### src/rtl/fft_addr_gen_if.sv
// ---------------------------------------------------------------------------
// fft_addr_gen_if
// Handshake and address bus between the FFT address sequencer and its users
// (top-level FFT control, data RAM, butterfly unit, twiddle ROM).
//   Start      : request one full FFT (control -> sequencer)
//   Ready      : butterfly unit accepts the presented operand set
//   Valid      : Addr_A / Addr_B / Tw_Address / Stage describe a butterfly
//   Addr_A     : upper-leg data RAM address
//   Addr_B     : lower-leg data RAM address
//   Tw_Address : twiddle ROM index, zero-extended
//   Stage      : stage index of the presented (or upcoming) butterfly
//   Busy       : FFT in progress
//   Done       : one-cycle pulse after the last butterfly is accepted
// Modport slave is the sequencer side, master is the control/consumer side.
// ---------------------------------------------------------------------------
interface fft_addr_gen_if #(
    parameter int LOG2_NFFT  = 5,
    parameter int DATA_WIDTH = 16
);
    localparam int STAGE_W = (LOG2_NFFT > 1) ? $clog2(LOG2_NFFT) : 1;

    logic                  Start;
    logic                  Ready;
    logic                  Valid;
    logic [LOG2_NFFT-1:0]  Addr_A;
    logic [LOG2_NFFT-1:0]  Addr_B;
    logic [DATA_WIDTH-1:0] Tw_Address;
    logic [STAGE_W-1:0]    Stage;
    logic                  Busy;
    logic                  Done;

    modport slave (
        input  Start, Ready,
        output Valid, Addr_A, Addr_B, Tw_Address, Stage, Busy, Done
    );

    modport master (
        output Start, Ready,
        input  Valid, Addr_A, Addr_B, Tw_Address, Stage, Busy, Done
    );
endinterface

### src/rtl/fft_addr_gen.sv
// ---------------------------------------------------------------------------
// fft_addr_gen
// Address sequencer for an in-place radix-2 DIT FFT of 2**LOG2_NFFT points.
// After Start it walks stage s = 0..LOG2_NFFT-1 and butterfly
// k = 0..N/2-1, presenting per butterfly the two data RAM operand addresses
// and the twiddle ROM index. Transfers happen on Valid && Ready; STAGE_GAP
// idle cycles separate consecutive stages so the butterfly pipeline can
// write back before the next stage reads.
// Ports:
//   CLK : clock, all state on rising edge
//   RST : asynchronous active-low reset
//   bus : fft_addr_gen_if.slave (Start, Ready in; Valid, Addr_A, Addr_B,
//         Tw_Address, Stage, Busy, Done out -- all outputs registered)
// ---------------------------------------------------------------------------
module fft_addr_gen #(
    parameter int LOG2_NFFT  = 5,
    parameter int DATA_WIDTH = 16,
    parameter int STAGE_GAP  = 3
) (
    input  logic           CLK,
    input  logic           RST,
    fft_addr_gen_if.slave  bus
);
    localparam int N_HALF = 2 ** (LOG2_NFFT - 1);
    localparam int SW     = (LOG2_NFFT > 1) ? $clog2(LOG2_NFFT) : 1;
    localparam int KW     = (LOG2_NFFT > 1) ? (LOG2_NFFT - 1) : 1;
    localparam int GW     = (STAGE_GAP > 1) ? $clog2(STAGE_GAP + 1) : 1;

    localparam logic [LOG2_NFFT-1:0] ONE_L  = {{(LOG2_NFFT-1){1'b0}}, 1'b1};
    localparam logic [SW-1:0]        LAST_S = SW'(LOG2_NFFT - 1);
    localparam logic [KW-1:0]        LAST_K = KW'(N_HALF - 1);
    localparam logic [GW-1:0]        GAP_LD = GW'(STAGE_GAP);
    localparam logic [GW-1:0]        GAP_1  = GW'(1);

    typedef enum logic [1:0] {
        ST_IDLE = 2'd0,
        ST_RUN  = 2'd1,
        ST_GAP  = 2'd2,
        ST_FIN  = 2'd3
    } state_t;

    state_t                state_q,  state_d;
    logic [SW-1:0]         s_q,      s_d;
    logic [KW-1:0]         k_q,      k_d;
    logic [GW-1:0]         gap_q,    gap_d;
    logic                  valid_q,  valid_d;
    logic                  busy_q,   busy_d;
    logic                  done_q,   done_d;
    logic [LOG2_NFFT-1:0]  addr_a_q, addr_a_d;
    logic [LOG2_NFFT-1:0]  addr_b_q, addr_b_d;
    logic [DATA_WIDTH-1:0] tw_q,     tw_d;
    logic                  load_s;

    // Butterfly span 2**s: distance between the two legs of a butterfly.
    function automatic logic [LOG2_NFFT-1:0] calc_span(input logic [SW-1:0] s);
        calc_span = ONE_L << s;
    endfunction

    // Upper-leg address: group index scaled by 2*span plus position in group.
    function automatic logic [LOG2_NFFT-1:0] calc_addr_a(input logic [SW-1:0] s,
                                                         input logic [KW-1:0] k);
        logic [LOG2_NFFT-1:0] kx;
        logic [LOG2_NFFT-1:0] pos;
        logic [LOG2_NFFT-1:0] grp;
        kx          = LOG2_NFFT'(k);
        pos         = kx & (calc_span(s) - ONE_L);
        grp         = kx >> s;
        calc_addr_a = ((grp << s) << 1'b1) | pos;
    endfunction

    // Twiddle index: position in group scaled up to the N-point root table.
    function automatic logic [DATA_WIDTH-1:0] calc_tw(input logic [SW-1:0] s,
                                                      input logic [KW-1:0] k);
        logic [LOG2_NFFT-1:0] pos;
        logic [SW-1:0]        sh;
        pos     = LOG2_NFFT'(k) & (calc_span(s) - ONE_L);
        sh      = LAST_S - s;
        calc_tw = DATA_WIDTH'(pos << sh);
    endfunction

    // Next-state and next-output computation for the sequencer.
    always_comb begin
        state_d  = state_q;
        s_d      = s_q;
        k_d      = k_q;
        gap_d    = gap_q;
        valid_d  = valid_q;
        busy_d   = busy_q;
        done_d   = 1'b0;
        load_s   = 1'b0;
        case (state_q)
            ST_IDLE: begin
                if (bus.Start) begin
                    state_d = ST_RUN;
                    s_d     = '0;
                    k_d     = '0;
                    valid_d = 1'b1;
                    busy_d  = 1'b1;
                    load_s  = 1'b1;
                end else begin
                    state_d = ST_IDLE;
                end
            end
            ST_RUN: begin
                if (valid_q && bus.Ready) begin
                    if (k_q != LAST_K) begin
                        k_d    = k_q + KW'(1);
                        load_s = 1'b1;
                    end else if (s_q != LAST_S) begin
                        k_d    = '0;
                        s_d    = s_q + SW'(1);
                        load_s = 1'b1;
                        // With no gap the first butterfly of the next stage
                        // follows back-to-back.
                        if (STAGE_GAP > 0) begin
                            state_d = ST_GAP;
                            valid_d = 1'b0;
                            gap_d   = GAP_LD;
                        end else begin
                            valid_d = 1'b1;
                        end
                    end else begin
                        state_d = ST_FIN;
                        valid_d = 1'b0;
                        busy_d  = 1'b0;
                        done_d  = 1'b1;
                    end
                end else begin
                    state_d = ST_RUN;
                end
            end
            ST_GAP: begin
                // Leave on the last counted idle cycle so Valid stays low
                // for exactly STAGE_GAP cycles.
                if (gap_q <= GAP_1) begin
                    state_d = ST_RUN;
                    gap_d   = '0;
                    valid_d = 1'b1;
                end else begin
                    gap_d = gap_q - GAP_1;
                end
            end
            ST_FIN: begin
                state_d = ST_IDLE;
            end
            default: begin
                state_d = ST_IDLE;
                valid_d = 1'b0;
                busy_d  = 1'b0;
            end
        endcase

        if (load_s) begin
            addr_a_d = calc_addr_a(s_d, k_d);
            addr_b_d = calc_addr_a(s_d, k_d) | calc_span(s_d);
            tw_d     = calc_tw(s_d, k_d);
        end else begin
            addr_a_d = addr_a_q;
            addr_b_d = addr_b_q;
            tw_d     = tw_q;
        end
    end

    // State and output registers with asynchronous clear.
    always_ff @(posedge CLK or negedge RST) begin
        if (!RST) begin
            state_q  <= ST_IDLE;
            s_q      <= '0;
            k_q      <= '0;
            gap_q    <= '0;
            valid_q  <= 1'b0;
            busy_q   <= 1'b0;
            done_q   <= 1'b0;
            addr_a_q <= '0;
            addr_b_q <= '0;
            tw_q     <= '0;
        end else begin
            state_q  <= state_d;
            s_q      <= s_d;
            k_q      <= k_d;
            gap_q    <= gap_d;
            valid_q  <= valid_d;
            busy_q   <= busy_d;
            done_q   <= done_d;
            addr_a_q <= addr_a_d;
            addr_b_q <= addr_b_d;
            tw_q     <= tw_d;
        end
    end

    assign bus.Valid      = valid_q;
    assign bus.Busy       = busy_q;
    assign bus.Done       = done_q;
    assign bus.Addr_A     = addr_a_q;
    assign bus.Addr_B     = addr_b_q;
    assign bus.Tw_Address = tw_q;
    assign bus.Stage      = s_q;
endmodule

### src/flat_wrapper.sv
// flat-port wrapper written by rule: the top's interface ports become plain ports
module fft_addr_gen_flat 
#(
    parameter int LOG2_NFFT  = 5,
    parameter int DATA_WIDTH = 16,
    parameter int STAGE_GAP  = 3
)
  (CLK, RST, bus_Start, bus_Ready, bus_Valid, bus_Addr_A, bus_Addr_B, bus_Tw_Address, bus_Stage, bus_Busy, bus_Done);
  fft_addr_gen_if #(.LOG2_NFFT(LOG2_NFFT), .DATA_WIDTH(DATA_WIDTH)) bus_i ();
  input  logic CLK;
  input  logic RST;
  input wire logic [$bits(bus_i.Start)-1:0] bus_Start;
  input wire logic [$bits(bus_i.Ready)-1:0] bus_Ready;
  output wire logic [$bits(bus_i.Valid)-1:0] bus_Valid;
  output wire logic [$bits(bus_i.Addr_A)-1:0] bus_Addr_A;
  output wire logic [$bits(bus_i.Addr_B)-1:0] bus_Addr_B;
  output wire logic [$bits(bus_i.Tw_Address)-1:0] bus_Tw_Address;
  output wire logic [$bits(bus_i.Stage)-1:0] bus_Stage;
  output wire logic [$bits(bus_i.Busy)-1:0] bus_Busy;
  output wire logic [$bits(bus_i.Done)-1:0] bus_Done;
  assign bus_i.Start = bus_Start;
  assign bus_i.Ready = bus_Ready;
  assign bus_Valid = bus_i.Valid;
  assign bus_Addr_A = bus_i.Addr_A;
  assign bus_Addr_B = bus_i.Addr_B;
  assign bus_Tw_Address = bus_i.Tw_Address;
  assign bus_Stage = bus_i.Stage;
  assign bus_Busy = bus_i.Busy;
  assign bus_Done = bus_i.Done;
  fft_addr_gen #(.LOG2_NFFT(LOG2_NFFT), .DATA_WIDTH(DATA_WIDTH), .STAGE_GAP(STAGE_GAP)) u_core (.CLK(CLK), .RST(RST), .bus(bus_i));
endmodule
### config.mk
export PLATFORM = sky130hd
export DESIGN_NAME = fft_addr_gen_flat
export DESIGN_NICKNAME = d
export VERILOG_FILES = /design/src/rtl/fft_addr_gen_if.sv /design/src/rtl/fft_addr_gen.sv /design/src/flat_wrapper.sv
export SDC_FILE = /design/constraint.sdc
export NUM_CORES = 1
export LEC_CHECK = 0
export BUFFER_PORTS_ARGS = -buffer_cell sky130_fd_sc_hd__clkbuf_2
export CAP_MARGIN = 30
export CORE_UTILIZATION = 45
export DETAILED_ROUTE_END_ITERATION = 7
export GPL_TIMING_DRIVEN = 0
export MAX_ROUTING_LAYER = met4
export PLACE_DENSITY = 0.66
export SLEW_MARGIN = 0
export SYNTH_ARGS = -nofsm -noshare
export SYNTH_HDL_FRONTEND = slang
export SYNTH_SLANG_ARGS = --single-unit
### constraint.sdc
create_clock -name CLK -period 5.2 [get_ports CLK]
set_input_delay 1.04 -clock CLK [delete_from_list [all_inputs] [get_ports CLK]]
set_output_delay 1.04 -clock CLK [all_outputs]
set_load 0.1 [all_outputs]
==> impl_results.md <==
* Yosys warnings at 0
* CP arrival at 4.20 ns
* Min-delay src: u_core.bus.Addr_B[0]
* PostCTS Resize Cnt at 0
* Initial antenna violation count at 0
* Overall Power at 0.00115 W
* Drt initial violations at 140
* H-Tree Depth at 2
* Hold-fix buffers at CTS at 0
* Clock network power share at 0.220
* CORE AREA at 4440 sq um
* Most numerous cell in the Yosys netlist: dfrtp_1
* Via density at 5.74
* I/O pin total at 36
* Seq/Total Area, Yosys at 0.413
* Leak at 1.18 nW
* Status: finished, final reports clean
* Cell Chain, Critical Path: clkbuf_2 -> or3b_2 -> clkbuf_1 -> nand2_1 -> mux2i_1 -> inv_1 -> ha_1 -> ha_1 -> clkbuf_1 -> nand2_1 -> o2111a_1 -> o311ai_0 -> a22oi_1 -> a31o_1
* Layout cells sized above 1 at 0.201
* Total Routed Length at 5.09 mm
* Async SR Flop Fraction at 1.00
* Sw Share at 0.504
* Register area at 876 sq um
* Yosys top cell by area: dfrtp_1
* Xor/xnor cell area share of the yosys netlist at 0
* Critical path capture point type: flop
* Post-route cell area at 2470 sq um
* Worst-Skew Late Latency at 0.29 ns
* Fin Hold WS at 0.478 ns
* Die Area at 4990 sq um
* Antenna-violating nets left at 0
* Rel. slew slack at 0.419
* First-pass GRT wire length at 8.54 mm
* Pwr dens at 467 nW/um^2
* CP max stage delay at 0.43 ns
* Synth Area in Simple Gates at 0.231
* DR vias at 1899
* Layout fillers at 433
* Setup TNS at 0 ns
* Root Driver: clkbuf_8
* Critical Path RT at 5.38 ns
* Syn Std Cell Area at 2120 sq um
* WHS Endpoint: u_core.bus.Addr_B[0]
* Largest family of logic cells by synthesized area: compound AO/OA/AOI/OAI gates
* Least-Margin Pin Slew at 0.872 ns
* Mean Syn Cell Area at 8.95 sq um
* Number of synthesized flops with an enable pin at 0
* Layout net count at 290
* Fin crit period at 4.02 ns
* Commonest cells post-synth: 35 x dfrtp_1, 31 x nand2_1, 18 x o21ai_0, 15 x nor2_1, 10 x clkbuf_1
* Slowest CP cell: or3b_2
* Rows at 24
* Crit path max-delay family: buffers and inverters
* Cell count after synthesis at 237
* R2R Path End: u_core.bus.Tw_Address[4]
* Vias in the first global route at 1747
* IO Port Bufs at 30
* Skew final at 0.00661 ns
* CTS Buf Count at 5
* Final setup violation count at 0
* Multi-input logic area at 1120 sq um
* Die span in x at 70.7 um
* Die height at 70.7 um
* Drt drc at 0
* R2R depth at 13
* Pin count of the biggest net entering global routing at 36
* Met1 Use GR at 0.312
* Wirelength per Cell at 15.4 um
* Syn-to-layout area delta at 16.4%
* Reg-to-reg setup timing slack at 1.36 ns
* Busiest grt layer: met2
* MaxCap Viol Count at 0
* Cell Area, Placed at 2350 sq um
* CP Buf/Inv Count at 4
* Total global routing overflow at 0
* Synth unique cells at 58
* HP Class: reg -> reg
* Hold Path Stages at 2
* Crit Path Class: in -> reg
* Fmax at 249 MHz
* GRT met2 Usage at 0.331
* Logic pwr share at 0.461
* CP Launch Type: input pin
* Post-CTS setup-driven buffer insertion count at 0
* Adder-Cell Fraction of Synth Area at 0.0472
* Placer Congestion at 0.922
* Synth Area in Compound Gates at 0.234
* Top cell type's share of synthesized area at 0.413
* DR pass1 iterations at 5
* GR Util met3 at 0.0427
* Fin. Hold Viols at 0
* Final slew viol count at 0
* CP Max Fanout at 10
* Prevailing post-synth register cell: dfrtp_1
* Synth top area cells: dfrtp_1 41%, nand2_1 5.5%, ha_1 4.7%
* R2R Path Start: u_core.k_q[0]
* Clock sink count at 35
* Starting density of the core at 0.477
* Post-DP HPWL at 3.74 mm
* Total GRT Usage at 0.226
* Unrepaired setup endpoints after global routing: no
* Synth Register Bits at 35
* CTS clk-pin slew, worst paths at 0.07 ns
* Part of the power in registers at 0.319
* Maximum buffer depth of the clock tree at 2
* Period utilization at 0.774
* Psw at 0.000581 W
* TritonCTS clock tree: built
* Int Pwr at 0.000572 W
* Mux cell area share after synthesis at 0.00944
* ANT cells at 0
* Max VDD drop at 0.000337 V
==> layout by cell type, fill, tap and decap left out, types with 2 or more instances in the layout <==
master,netlist,layout
a21oi_1,9,9
clkbuf_8,0,6
nand2_1,31,31
and2_1,3,3
nand4b_1,2,2
buf_2,3,3
buf_4,5,5
and3_1,3,3
and4b_1,2,2
a22oi_1,2,2
a22o_1,2,2
nand4_1,4,4
or3_1,2,2
nor4_1,2,2
a31oi_1,7,7
ha_1,8,8
o21bai_1,3,3
conb_1,1,5
nand2b_1,3,3
a211oi_1,3,3
a41oi_1,4,4
clkbuf_2,0,30
dfrtp_1,35,35
o211ai_1,4,4
inv_1,8,8
mux2i_1,2,2
nor2_1,15,15
clkbuf_1,10,10
nor2b_1,2,2
o21ai_0,18,18
nand3_1,9,9
a31o_2,2,2
nor3_1,5,5
and4_1,2,2
==> through the flow <==
| stage | util | std cells | setup slack (ns) |
|---|---|---|---|
| 6_report | 0.555 | 331 | 1.18 |
| 5_1_grt | 0.555 | 331 | 0.765 |
| 4_1_cts | 0.555 | 331 | 1.18 |
| 3_5_place_dp | 0.529 | 323 | 0.892 |
| 3_3_place_gp | 0.529 | 323 | 0.869 |
| 2_1_floorplan | - | 241 | 1.38 |
==> routing by layer <==
metal  part of all wire  up-vias  wire (um)
li1                   -      942          -
met1               0.49      909       2480
met2               0.46       44       2330
met3              0.044        4        224
met4              0.011        0         55
met5                  0        -          0
==> worst max path at each step <==
stage	slack (ns)	start	cells after the start	end
6_report	1.18	bus_Start	14	u_core.bus.Tw_Address[4]
5_1_grt	0.76	bus_Start	14	u_core.bus.Tw_Address[4]
4_1_cts	1.18	bus_Start	14	u_core.bus.Tw_Address[4]
3_5_place_dp	0.89	bus_Start	14	u_core.bus.Tw_Address[4]
3_3_place_gp	0.87	bus_Start	14	u_core.bus.Tw_Address[4]
2_1_floorplan	1.38	u_core.bus.Stage[0]	13	u_core.bus.Tw_Address[7]
==> state kept, by name, indices dropped and copies added, names as in the netlist <==
signal and flops:
u_core.bus.Addr_A 5, u_core.bus.Addr_B 5, u_core.bus.Busy 1, u_core.bus.Done 1
u_core.bus.Stage 3, u_core.bus.Tw_Address 11, u_core.bus.Valid 1, u_core.gap_q 2
u_core.k_q 4, u_core.state_q 2
==> worst register-to-register path, cell delays in order (launching register included) <==
cell and delay, ns:
dfrtp_1 0.41, ha_1 0.29, and3_1 0.18, clkbuf_1 0.23, nand3_1 0.11, a21oi_1 0.47, inv_1 0.14, ha_1 0.25
ha_1 0.27, clkbuf_1 0.25, o2111a_1 0.32, o311ai_0 0.37, a22oi_1 0.18, a31o_1 0.25
==> power by group through the flow <==
stage	registers, W	clock network [W]	logic [W]
4_1_cts	0.000367	0.000261	0.000531
6_report	0.000368	0.000254	0.000531
5_1_grt	0.000376	0.000271	0.000561
3_5_place_dp	0.000372	0	0.000529
2_1_floorplan	0.000638	0	0.000162
3_3_place_gp	0.000372	0	0.000527
==> cell families after synthesis <==
logic type                 after synthesis
AOI/OAI and AO/OA                       69
adders and majority gates                8
buffers and inverters                   28
DFF                                     35
muxes                                    2
other                                    1
and+or+nand+nor                         94
==> final cells by class <==
type / instances / area share
Buffer: 19 / 0.0411
Clock buffer: 6 / 0.0335
Clock inverter: 2 / 0.0142
Inverter: 9 / 0.0137
Multi-Input combinational cell: 178 / 0.456
Sequential cell: 35 / 0.355
Tap cell: 52 / 0.0264
Timing Repair Buffer: 30 / 0.0608
Note: power is estimated with default switching activity, not from simulation.
